File: src/rtl/muldiv_pkg.sv
// Shared types and helpers for the multiply/divide engine.
package muldiv_pkg;

    typedef enum logic [2:0] {
        MULT  = 3'd0,
        MULTU = 3'd1,
        MADD  = 3'd2,
        MADDU = 3'd3,
        MSUB  = 3'd4,
        MSUBU = 3'd5,
        DIV   = 3'd6,
        DIVU  = 3'd7
    } muldiv_op_t;

    typedef enum logic [1:0] {
        ST_IDLE = 2'd0,
        ST_MUL  = 2'd1,
        ST_DIV  = 2'd2,
        ST_FIN  = 2'd3
    } muldiv_state_t;

    function automatic logic is_signed(muldiv_op_t op);
        return op inside {MULT, MADD, MSUB, DIV};
    endfunction

    function automatic logic is_div(muldiv_op_t op);
        return op inside {DIV, DIVU};
    endfunction

endpackage

File: src/rtl/muldiv_div_core.sv
// Restoring radix-2 divider on unsigned magnitudes, one quotient bit per step.
// Next-step quotient/remainder are exposed so the final step can be captured directly.
module muldiv_div_core #(
    parameter int WIDTH = 32
) (
    input  logic             clk,
    input  logic             rst,
    input  logic             load_i,
    input  logic             step_i,
    input  logic [WIDTH-1:0] dividend_i,
    input  logic [WIDTH-1:0] divisor_i,
    output logic [WIDTH-1:0] quo_nxt_o,
    output logic [WIDTH-1:0] rem_nxt_o
);

    logic [WIDTH-1:0] quo_q;
    logic [WIDTH-1:0] rem_q;
    logic [WIDTH-1:0] dvs_q;
    logic [WIDTH:0]   rem_sh;
    logic [WIDTH:0]   diff;

    // quo_q doubles as the dividend shift register: its MSB feeds the remainder.
    always_comb begin
        rem_sh = {rem_q, quo_q[WIDTH-1]};
        diff   = rem_sh - {1'b0, dvs_q};
        if (diff[WIDTH]) begin
            rem_nxt_o = rem_sh[WIDTH-1:0];
            quo_nxt_o = {quo_q[WIDTH-2:0], 1'b0};
        end else begin
            rem_nxt_o = diff[WIDTH-1:0];
            quo_nxt_o = {quo_q[WIDTH-2:0], 1'b1};
        end
    end

    always_ff @(posedge clk or posedge rst) begin
        if (rst) begin
            quo_q <= '0;
            rem_q <= '0;
            dvs_q <= '0;
        end else if (load_i) begin
            quo_q <= dividend_i;
            rem_q <= '0;
            dvs_q <= divisor_i;
        end else if (step_i) begin
            quo_q <= quo_nxt_o;
            rem_q <= rem_nxt_o;
        end
    end

endmodule

File: src/rtl/muldiv_unit.sv
// Multi-cycle signed/unsigned multiply, multiply-accumulate and divide engine with
// flush and a last-divide result cache; result is registered and paired with a done pulse.
module muldiv_unit
    import muldiv_pkg::*;
#(
    parameter int WIDTH    = 32,
    parameter int MUL_STEP = 4,
    parameter bit CACHE_EN = 1'b1
) (
    input  logic               clk,
    input  logic               rst,
    input  logic               flush,
    input  logic               start,
    input  logic [2:0]         op,
    input  logic [WIDTH-1:0]   a,
    input  logic [WIDTH-1:0]   b,
    input  logic [2*WIDTH-1:0] hilo_in,
    output logic               busy,
    output logic               done,
    output logic [2*WIDTH-1:0] result
);

    localparam int W2      = 2 * WIDTH;
    localparam int MUL_CYC = WIDTH / MUL_STEP;
    localparam int CNT_W   = $clog2(WIDTH);
    localparam logic [CNT_W-1:0] MUL_LAST = CNT_W'(MUL_CYC - 1);
    localparam logic [CNT_W-1:0] DIV_LAST = CNT_W'(WIDTH - 1);

    muldiv_state_t    state_q;
    muldiv_op_t       op_in;
    muldiv_op_t       op_q;
    logic [WIDTH-1:0] a_q, b_q;
    logic [W2-1:0]    hilo_q;
    logic             neg_q, rneg_q;
    logic [CNT_W-1:0] cnt_q;
    logic [W2-1:0]    acc_q, mcand_q;
    logic [WIDTH-1:0] mplier_q;
    logic             busy_q, done_q;
    logic [W2-1:0]    result_q;

    logic             cache_vld_q;
    muldiv_op_t       cache_op_q;
    logic [WIDTH-1:0] cache_a_q, cache_b_q;
    logic [W2-1:0]    cache_res_q;

    logic             sgn_in, accept, cache_hit, div_load, div_step;
    logic [WIDTH-1:0] mag_a, mag_b, quo_nxt, rem_nxt;
    logic [W2-1:0]    part, acc_d, prod, mul_res, div_res;

    assign op_in     = muldiv_op_t'(op);
    assign sgn_in    = is_signed(op_in);
    assign mag_a     = (sgn_in && a[WIDTH-1]) ? -a : a;
    assign mag_b     = (sgn_in && b[WIDTH-1]) ? -b : b;
    assign accept    = (state_q == ST_IDLE) && start && !flush;
    assign cache_hit = CACHE_EN && cache_vld_q && (op_in == cache_op_q)
                       && (a == cache_a_q) && (b == cache_b_q);
    assign div_load  = accept && is_div(op_in) && (b != '0) && !cache_hit;
    assign div_step  = (state_q == ST_DIV) && !flush;

    muldiv_div_core #(.WIDTH(WIDTH)) u_div (
        .clk        (clk),
        .rst        (rst),
        .load_i     (div_load),
        .step_i     (div_step),
        .dividend_i (mag_a),
        .divisor_i  (mag_b),
        .quo_nxt_o  (quo_nxt),
        .rem_nxt_o  (rem_nxt)
    );

    // The final shift-add is folded into the result so done lands in the FIN cycle.
    always_comb begin
        part = '0;
        for (int i = 0; i < MUL_STEP; i++) begin
            if (mplier_q[i]) part = part + (mcand_q << i);
        end
        acc_d = acc_q + part;
        prod  = neg_q ? -acc_d : acc_d;
        case (op_q)
            MADD, MADDU: mul_res = hilo_q + prod;
            MSUB, MSUBU: mul_res = hilo_q - prod;
            default:     mul_res = prod;
        endcase
    end

    assign div_res = {rneg_q ? -rem_nxt : rem_nxt, neg_q ? -quo_nxt : quo_nxt};

    always_ff @(posedge clk or posedge rst) begin
        if (rst) begin
            state_q     <= ST_IDLE;
            op_q        <= MULT;
            a_q         <= '0;
            b_q         <= '0;
            hilo_q      <= '0;
            neg_q       <= 1'b0;
            rneg_q      <= 1'b0;
            cnt_q       <= '0;
            acc_q       <= '0;
            mcand_q     <= '0;
            mplier_q    <= '0;
            busy_q      <= 1'b0;
            done_q      <= 1'b0;
            result_q    <= '0;
            cache_vld_q <= 1'b0;
            cache_op_q  <= MULT;
            cache_a_q   <= '0;
            cache_b_q   <= '0;
            cache_res_q <= '0;
        end else begin
            case (state_q)
                ST_IDLE: begin
                    done_q <= 1'b0;
                    if (accept) begin
                        op_q   <= op_in;
                        a_q    <= a;
                        b_q    <= b;
                        hilo_q <= hilo_in;
                        neg_q  <= sgn_in && (a[WIDTH-1] ^ b[WIDTH-1]);
                        rneg_q <= sgn_in && a[WIDTH-1];
                        cnt_q  <= '0;
                        if (is_div(op_in)) begin
                            if (b == '0) begin
                                result_q <= {a, {WIDTH{1'b1}}};
                                done_q   <= 1'b1;
                                state_q  <= ST_FIN;
                            end else if (cache_hit) begin
                                result_q <= cache_res_q;
                                done_q   <= 1'b1;
                                state_q  <= ST_FIN;
                            end else begin
                                busy_q  <= 1'b1;
                                state_q <= ST_DIV;
                            end
                        end else begin
                            acc_q    <= '0;
                            mcand_q  <= {{WIDTH{1'b0}}, mag_a};
                            mplier_q <= mag_b;
                            busy_q   <= 1'b1;
                            state_q  <= ST_MUL;
                        end
                    end
                end
                ST_MUL: begin
                    if (flush) begin
                        busy_q  <= 1'b0;
                        state_q <= ST_IDLE;
                    end else begin
                        acc_q    <= acc_d;
                        mcand_q  <= mcand_q << MUL_STEP;
                        mplier_q <= mplier_q >> MUL_STEP;
                        cnt_q    <= cnt_q + CNT_W'(1);
                        if (cnt_q == MUL_LAST) begin
                            result_q <= mul_res;
                            busy_q   <= 1'b0;
                            done_q   <= 1'b1;
                            state_q  <= ST_FIN;
                        end
                    end
                end
                ST_DIV: begin
                    if (flush) begin
                        busy_q  <= 1'b0;
                        state_q <= ST_IDLE;
                    end else begin
                        cnt_q <= cnt_q + CNT_W'(1);
                        if (cnt_q == DIV_LAST) begin
                            result_q <= div_res;
                            busy_q   <= 1'b0;
                            done_q   <= 1'b1;
                            state_q  <= ST_FIN;
                            if (CACHE_EN) begin
                                cache_vld_q <= 1'b1;
                                cache_op_q  <= op_q;
                                cache_a_q   <= a_q;
                                cache_b_q   <= b_q;
                                cache_res_q <= div_res;
                            end
                        end
                    end
                end
                ST_FIN: begin
                    done_q  <= 1'b0;
                    state_q <= ST_IDLE;
                end
                default: state_q <= ST_IDLE;
            endcase
        end
    end

    assign busy   = busy_q;
    assign done   = done_q;
    assign result = result_q;

endmodule

File: config.mk
export PLATFORM = sky130hd
export DESIGN_NAME = muldiv_unit
export DESIGN_NICKNAME = d
export VERILOG_FILES = /design/src/rtl/muldiv_pkg.sv /design/src/rtl/muldiv_div_core.sv /design/src/rtl/muldiv_unit.sv
export SDC_FILE = /design/constraint.sdc
export NUM_CORES = 2
export LEC_CHECK = 0
export ABC_AREA = 1
export CAP_MARGIN = 20
export CORE_MARGIN = 1.5
export CORE_UTILIZATION = 25
export CTS_BUF_LIST = sky130_fd_sc_hd__clkbuf_16
export CTS_CLUSTER_DIAMETER = 150
export DETAILED_ROUTE_END_ITERATION = 6
export PLACE_DENSITY = 0.39
export REMOVE_ABC_BUFFERS = 1
export SLEW_MARGIN = 20
export SYNTH_ARGS = -nofsm -noshare
export SYNTH_HDL_FRONTEND = slang
export SYNTH_SLANG_ARGS = --single-unit
File: constraint.sdc
create_clock -name clk -period 21.6 [get_ports clk]
set_input_delay 4.32 -clock clk [delete_from_list [all_inputs] [get_ports clk]]
set_output_delay 4.32 -clock clk [all_outputs]
set_load 0.005 [all_outputs]
==> metrics <==
Final ANT Viol Nets 0; RSZ-0062 raised after global routing false; FF-to-FF setup slack 6.29 ns; Met1 Wirelength roughly 130 mm; DP HPWL approximately 230 mm; max-cap violations 0; highest clock rate between 60 and 70 MHz; Final Instance Count excl. Fillers ~12000; post-synthesis sequential area ratio between 20 and 30%; initial core utilization roughly a quarter; most used flip-flop cell after synthesis dfrtp_1; post-cts resize count 0; vias after detailed routing approximately 61000; Worst EP required about 22 ns; critical path's slowest cell nor4_1; ys async rst share 100.0%; row cnt 176; dpl cells 12213; slowest stage delay, CP 0.67 ns; post-synthesis average cell area about 6.3 µm²; startpoint types register; final setup fails 0; CP Capture Type register; Post-CTS Setup Bufs 0; Hold Vio Cnt, Final 0; EDFF count, synth 0; Ys Warns 0; drt wl/cell between 20 and 25 µm; clock slew at reported path FFs 0.06 ns; gp weighted congestion roughly 0.94; Sink Count 594; reg2reg end result[63]; area leader, netlist dfrtp_1; worst hold path class register to register; WP data arrival between 15 and 20 ns; clock buffer depth 3; post-synth top area share between 20 and 30%; die area 0.2335 mm²; Core ar. ~0.23 mm²; post-route minimum period around 15 ns; I/O Buffers 200; crit-path most repeated cell nand2_1; Root Driver clkbuf_16; Synth Cell Area 0.05764 mm²; Tcrit/Tclk final 70.86%; post-route setup TNS 0 ns; CTS Hold Bufs 0; R2R cell count 79; Net count, final 9772; 1st-pass router iterations 6; Die Span Y between 400 and 500 µm; top sig layer met5; post-DR vias/cell about 5; largest net degree at the start of global routing ~140; pins over their slew limit 0; r2r startpoint mplier_q[0]; DIE WIDTH just under 500 µm; largest cells by area after synthesis dfrtp_1 (26%), nand2_1 (19%), inv_1 (8.0%), ha_1 (7.7%), o21ai_0 (6.5%); layout overhead on the synthesized area 14.44%; worst setup path end result[63]; H-tree levels 3; met3 routed WL about 12 mm; residual DRC count 0; share of post-route cells with drive strength above 1 between 4 and 5%; first-pass GRT wire length between 400 and 500 mm; CP Max Fanout 64; synth unique cells 67; Gate Count Post-Synth about 9000; Fin Clk Skew about 0.073 ns; met2 WL post-DR 131.7 mm; Util after Layout 28.72%; max_slew headroom about a quarter; total wire length approximately 280 mm; Crit Path Class register to register; CTS tree yes; grt total ovfl 0; initial antenna violation count 10; Num CTS Buffers 87; Detailed Route Iter0 Violations between 4000 and 5000; CP Launch Point mplier_q[0]; outcome finished clean; Worst Max-Slew Pin Slew approximately 1.1 ns; vias in the first global route just over 60000; number of top-level pins 201; flip-flop and latch count after synthesis roughly 590; Clk Latency, worst-skew pair between 0.7 and 0.8 ns; GRT Total Usage a little under a quarter
-- how the worst min path moves through the flow --
| stage | from | endpoint | slack (ns) | depth (start not counted) |
|---|---|---|---|---|
| finish | a_q[13] | cache_a_q[13] | 0.43 | 2 |
| global placement | cache_vld_q | cache_vld_q | 0.44 | 2 |
| detailed placement | cache_vld_q | cache_vld_q | 0.45 | 2 |
| floorplan | cache_vld_q | cache_vld_q | 0.42 | 2 |
| CTS | a_q[13] | cache_a_q[13] | 0.42 | 2 |
| global route | a_q[26] | cache_a_q[26] | 0.47 | 2 |
-- flip-flops by register name (all words and copies together), names as in the netlist --
name,flops
done,1
rneg_q,1
op_q,3
hilo_q,64
cache_op_q,3
acc_q,64
state_q,2
mplier_q,32
mcand_q,64
cache_vld_q,1
a_q,32
neg_q,1
result,64
u_div.dvs_q,32
cache_a_q,32
busy,1
u_div.quo_q,32
cache_b_q,32
u_div.rem_q,32
b_q,32
cache_res_q,64
cnt_q,5
-- layer usage --
metal,vias up,GRT usage (%)
met2,1530,39.73
li1,30062,-
met3,276,2.200
met4,6,6.805
met5,-,0
met1,29504,31.86
-- cells in the mapped netlist (44+ instances only) --
| cell | instances |
|---|---|
| xor2_1 | 281 |
| a31oi_1 | 96 |
| ha_1 | 354 |
| inv_1 | 1231 |
| nand4_1 | 71 |
| or2_2 | 44 |
| o22ai_1 | 77 |
| nor3_1 | 80 |
| xnor2_1 | 119 |
| nand3_1 | 455 |
| o211ai_1 | 75 |
| nor2_1 | 734 |
| clkbuf_1 | 206 |
| o221ai_1 | 85 |
| dfrtp_1 | 594 |
| a21oi_1 | 527 |
| nand2_1 | 2908 |
| o21ai_0 | 751 |
| nand2_2 | 73 |
-- cells by family after synthesis --
kind of cell,Yosys count,share of synthesized area (%)
muxes,1,0.01953
AOI/OAI and AO/OA,1786,17.49
xor gates and xnor gates,404,6.190
buffers and inverters,1508,9.863
DFF,594,25.79
adders and majority gates,360,7.892
and+or+nand+nor,4528,32.76
-- layout by cell type, fill, tap and decap left out, types with 20 or more instances in the layout --
| cell type | synthesis | layout |
|---|---|---|
| buf_4 | 1 | 65 |
| nor4_1 | 42 | 42 |
| clkbuf_16 | 0 | 87 |
| o221ai_1 | 85 | 85 |
| dfrtp_1 | 594 | 591 |
| a21oi_1 | 527 | 527 |
| nor2_1 | 734 | 728 |
| o21a_1 | 26 | 26 |
| inv_1 | 1231 | 1239 |
| or2_2 | 44 | 44 |
| nor2_4 | 17 | 21 |
| a21o_1 | 21 | 21 |
| o21ai_1 | 28 | 31 |
| nand3_1 | 455 | 454 |
| o22ai_1 | 77 | 77 |
| o211ai_1 | 75 | 75 |
| xnor2_1 | 119 | 119 |
| ha_1 | 354 | 351 |
| a31oi_1 | 96 | 96 |
| nand4_1 | 71 | 71 |
| o21ai_0 | 751 | 748 |
| clkdlybuf4s50_1 | 0 | 200 |
| nand2_1 | 2908 | 2904 |
| nand2_2 | 73 | 75 |
| nand3b_1 | 24 | 24 |
| nor2_2 | 30 | 32 |
| clkinv_1 | 1 | 21 |
| nand3_2 | 20 | 20 |
| nor3_1 | 80 | 79 |
| xor2_1 | 281 | 281 |
-- worst max-delay path, delay by kind of cell, from the launching register on --
kind	cells	cell delay (ns)
fa+ha+maj	4	1.68
simple gates	51	7.76
xor+xnor	2	0.34
flops	1	0.38
buf+inv	9	1.32
compound gates	13	3.68
-- layout make-up --
class	count	area [µm²]
clock buffers	87	2177
fillers	25959	163700
clock inverters	72	695.7
well taps	3026	3786
repair buffers	269	2565
multi-input cells	7079	37170
diodes	3	7.507
inverters	1246	4693
flip-flops and latches	594	14870
-- stage by stage --
step	hold slack [ns]	area, µm²	setup slack, ns
2_1_floorplan	0.4232	56640	0.6552
3_3_place_gp	0.4409	63070	6.505
3_5_place_dp	0.4453	63070	6.638
4_1_cts	0.4228	65950	6.616
5_1_grt	0.4690	65960	5.176
6_report	0.4333	65970	6.294
Power is left out: the tool's default activity adds up to more than one toggle a clock period on the data nets, which glitch-free logic cannot reach.
